### config.mk
export PLATFORM = sky130hd
export DESIGN_NAME = param_sync_fifo
export DESIGN_NICKNAME = d
export VERILOG_FILES = /design/src/rtl/param_sync_fifo.sv
export SDC_FILE = /design/constraint.sdc
export NUM_CORES = 1
export LEC_CHECK = 0
export ABC_AREA = 1
export BUFFER_PORTS_ARGS = -buffer_cell sky130_fd_sc_hd__buf_2
export CORE_AREA = 2 2 103 105
export CTS_CLUSTER_SIZE = 20
export DETAILED_ROUTE_END_ITERATION = 10
export DIE_AREA = 0 0 105 107
export HOLD_SLACK_MARGIN = 0.02
export PLACE_DENSITY = 0.59
export SYNTH_ARGS = -nofsm -noshare
export SYNTH_HDL_FRONTEND = slang
export SYNTH_SLANG_ARGS = --single-unit
### constraint.sdc
create_clock -name clk -period 2.5 [get_ports clk]
set_clock_uncertainty 0.15 [all_clocks]
set_input_delay 0.375 -clock clk [delete_from_list [all_inputs] [get_ports clk]]
set_output_delay 0.375 -clock clk [all_outputs]
set_load 0.02 [all_outputs]
### src/rtl/param_sync_fifo.sv
// Single-clock FIFO with occupancy, almost flags, sticky errors and show-ahead or registered read.
// A full FIFO still accepts a push when a pop frees a slot on the same edge.
module param_sync_fifo #(
  parameter int WIDTH    = 8,
  parameter int DEPTH    = 8,
  parameter int AF_LEVEL = 6,
  parameter int AE_LEVEL = 2,
  parameter int FWFT     = 1
) (
  input  logic                       clk,
  input  logic                       rst,
  input  logic                       clear,
  input  logic [WIDTH-1:0]           data_in,
  input  logic                       push,
  input  logic                       pop,
  output logic [WIDTH-1:0]           data_out,
  output logic                       data_valid,
  output logic                       full,
  output logic                       empty,
  output logic                       almost_full,
  output logic                       almost_empty,
  output logic [$clog2(DEPTH+1)-1:0] count,
  output logic                       overflow,
  output logic                       underflow
);

  localparam int CW = $clog2(DEPTH + 1);
  localparam int PW = $clog2(DEPTH);

  logic [WIDTH-1:0] mem [DEPTH];
  logic [PW-1:0]    head;
  logic [PW-1:0]    tail;
  logic             pop_ok;
  logic             push_ok;

  // Pointers wrap explicitly so non-power-of-two depths work.
  function automatic logic [PW-1:0] bump(input logic [PW-1:0] p);
    return (p == PW'(DEPTH - 1)) ? '0 : p + 1'b1;
  endfunction

  assign empty        = (count == '0);
  assign full         = (count == CW'(DEPTH));
  assign almost_full  = (count >= CW'(AF_LEVEL));
  assign almost_empty = (count <= CW'(AE_LEVEL));

  assign pop_ok  = pop && !empty;
  assign push_ok = push && (!full || pop_ok);

  always_ff @(posedge clk or posedge rst) begin
    if (rst) begin
      head      <= '0;
      tail      <= '0;
      count     <= '0;
      overflow  <= 1'b0;
      underflow <= 1'b0;
    end else if (clear) begin
      head      <= '0;
      tail      <= '0;
      count     <= '0;
      overflow  <= 1'b0;
      underflow <= 1'b0;
    end else begin
      if (pop_ok)
        head <= bump(head);
      if (push_ok)
        tail <= bump(tail);
      count <= count + CW'(push_ok) - CW'(pop_ok);
      if (push && !push_ok)
        overflow <= 1'b1;
      if (pop && !pop_ok)
        underflow <= 1'b1;
    end
  end

  // Storage is deliberately not reset; on pass-through the read sees the pre-edge word.
  always_ff @(posedge clk) begin
    if (push_ok && !clear && !rst)
      mem[tail] <= data_in;
  end

  generate
    if (FWFT != 0) begin : g_show_ahead
      // Masked while empty so stale storage never leaks out after reset or clear.
      assign data_out   = empty ? '0 : mem[head];
      assign data_valid = !empty;
    end else begin : g_registered
      always_ff @(posedge clk or posedge rst) begin
        if (rst) begin
          data_out   <= '0;
          data_valid <= 1'b0;
        end else if (clear) begin
          data_valid <= 1'b0;
        end else begin
          data_valid <= pop_ok;
          if (pop_ok)
            data_out <= mem[head];
        end
      end
    end
  endgenerate

endmodule

==> impl_results.md <==
* Met3 layer usage reported by global route at 0.0365
* R2R cell count at 10
* Final Max Slew Viols at 0
* Post-synthesis area per instance at 10.4 sq um
* Final setup margin at 0.181 ns
* All-layer global routing usage at 0.140
* Hold Path Depth at 2
* Yosys warns at 0
* HP Start: clear
* Drt wl/cell at 14.2 microns
* Die width at 105 microns
* Fraction of layout cells with a size suffix above 1 at 0.172
* Vias in the first global route at 2242
* Setup TNS at 0 ns
* # DRC at 0
* Final hold viol count at 0
* Status: finished clean
* Psw at 1560 uW
* Worst Max-Slew Pin Slew at 0.412 ns
* Tmin final at 2.32 ns
* EDFF count, synth at 64
* CP startpoint kind: flip-flop
* Place WS at 0.188 ns
* Router iterations before antenna repair at 4
* Pin count of the biggest net entering global routing at 42
* H-Tree Depth at 3
* Vias per cell at 4.57
* RSZ-0062 raised after global routing: false
* Grt ovf at 0
* Leak pwr at 0.00166 uW
* Synth cell types at 24
* Switching part of the total at 0.394
* Initial Util at 0.343
* Layout area overhead at 16.4%
* Int Power at 2400 uW
* Clk_lat worst skew at 0.35 ns
* Top FF cell, synth: edfxtp_1
* Sequential cell fraction of total power at 0.386
* Die Y at 107 microns
* Via count at 2373
* Busiest grt layer: met2
* Root Driver: clkbuf_8
* Commonest non-fill, non-tap cell in the layout: nor2_1
* Register area share after synthesis at 0.641
* Antenna-violating nets left at 0
* Total length of routed wires at 7370 microns
* CTS tree: yes
* Port bufs at 31
* First-iteration detailed-routing DRC count at 118
* Met1 GRT Util at 0.182
* Synth async-reset ratio at 0.158
* Met2 global-route usage at 0.227
* First-pass GRT wire length at 11900 microns
* Most frequent cells in the layout: nor2_1 (71), nand2_1 (69), edfxtp_1 (64)
* Core area at 0.0101 sq mm
* Maximum clock path buffer count at 2
* Hold endpoint: count[1]$_DFF_PP0_
* Postcts setup bufs at 0
* Final worst path period share at 0.928
* Final GP Congestion at 0.830
* Max-cap violations at 0
* VDD IR max at 623 uV
* Capturing point of the worst reg2reg path: count[2]$_DFF_PP0_
* CTS clock-pin slew for the worst setup and hold paths at 0.08 ns
* CTS buffer count at 9
* Setup violators final at 0
* Rows at 37
* Power density of the placed cells at 983 mW/mm^2
* Clk sinks at 76
* Antenna diodes at 0
* Cell area after synthesis at 0.00346 sq mm
* HP Class: input port to flip-flop
* R2R Setup Slk at 0.18 ns
* Worst Path Arrival at 2.41 ns
* Required @ worst endpoint at 2.59 ns
* Net count after synthesis at 358
* Initial antenna violation count at 0
* Combinational share of power at 0.377
* Clock power frac at 0.237
* IO Pins at 32
* Max FO, Critical Path at 6
* Flops & latches, synth at 76
* Relative slew slack at 0.726
* Worst setup EP type: flip-flop
* Synth Instances at 334
* Final #Nets at 402
* Die area at 0.0112 sq mm
* Max Fclk at 431 MHz
* Post-DP HPWL at 4700 microns
* Reg-to-Reg Start: count[2]$_DFF_PP0_
* WS Path Type: flip-flop to flip-flop
-- registers in the layout, indices dropped and copies added, names as in the netlist --
signal	cells
count	4
head	3
mem	64
overflow	1
tail	3
underflow	1
-- critical path: stages (launching register included) --
cell and delay (ns):
dfrtp_1 0.41, inv_1 0.14, ha_1 0.18, nor3b_4 0.28, nand2_4 0.11, nand3_1 0.08, nand2_1 0.05, ha_1 0.21
fa_1 0.39, xnor2_1 0.17, nor2_1 0.05
-- cell usage after synthesis (2+ instances only) --
library cell / count / area, sq um
a21oi_1: 4 / 20.0
buf_2: 7 / 35.0
buf_4: 3 / 22.5
dfrtp_1: 12 / 300
edfxtp_1: 64 / 1920
ha_1: 10 / 125
inv_1: 24 / 90.1
inv_2: 2 / 7.51
nand2_1: 69 / 259
nand2_4: 2 / 22.5
nand3_1: 26 / 130
nand4_1: 3 / 18.8
nor2_1: 71 / 267
o21ai_0: 22 / 110
o21ai_1: 6 / 30.0
-- how the worst max path moves through the flow --
stage	startpoint	to	slack, ns
2_1_floorplan	count[2]$_DFF_PP0_	count[2]$_DFF_PP0_	0.13
3_3_place_gp	count[2]$_DFF_PP0_	count[2]$_DFF_PP0_	0.31
3_5_place_dp	count[2]$_DFF_PP0_	count[2]$_DFF_PP0_	0.19
4_1_cts	head[1]$_DFFE_PP0P_	data_out[2]	0.02
5_1_grt	count[2]$_DFF_PP0_	count[2]$_DFF_PP0_	0.01
6_report	count[2]$_DFF_PP0_	count[2]$_DFF_PP0_	0.18
-- layer usage --
metal | wire [microns] | share of wire | vias up
met5 | 0 | 0 | -
met4 | 102 | 0.014 | 0
met3 | 363 | 0.049 | 9
met2 | 3480 | 0.47 | 64
met1 | 3420 | 0.46 | 1096
li1 | - | - | 1204
-- area by class of cell --
type / instances / area, sq um
repair buffers: 45 / 267
multi-input cells: 220 / 1070
inverters: 26 / 104
flip-flops and latches: 76 / 2220
well taps: 136 / 170
fillers: 1032 / 6060
clock buffers: 9 / 124
clock inverters: 7 / 73.8
-- what timing repair did --
item / 4_1_cts / 5_1_grt
gates resized for setup: 0 / 5
hold buffers: 1 / 0
hold endpoints to repair: 12 / 0
setup endpoints to repair: 0 / 6
-- power groups by stage --
stage               Sequential (uW)  Combinational [uW]  Clock (uW)
floorplan                      1590                1040           0
detailed placement             1550                1500           0
global route                   1540                1680        1020
CTS                            1530                1510         963
global placement               1550                1480           0
finish                         1530                1490         941
-- stage by stage --
step / hold WS (ns) / power [uW] / cell area, sq um / std cells / utilization
6_report: 0.112 / 3960 / 4030 / 519 / 0.400
5_1_grt: 0.115 / 4240 / 4030 / 519 / 0.400
4_1_cts: 0.0957 / 3990 / 4020 / 519 / 0.399
3_5_place_dp: 0.313 / 3050 / 3810 / 502 / 0.378
3_3_place_gp: 0.312 / 3030 / 3810 / 502 / 0.378
2_1_floorplan: 0.121 / 2630 / 3460 / 334 / -
-- logic make-up (layout without fill, tap and decap cells) --
kind of cell    Yosys count  count (layout)  synth area share
compound gates           32              32            0.0462
xor+xnor                  2               2           0.00506
fa+ha+maj                11              11            0.0419
buf+inv                  38              87            0.0491
flops                    76              76             0.641
simple gates            175             175             0.216
Note: power is estimated with default switching activity, not from simulation.
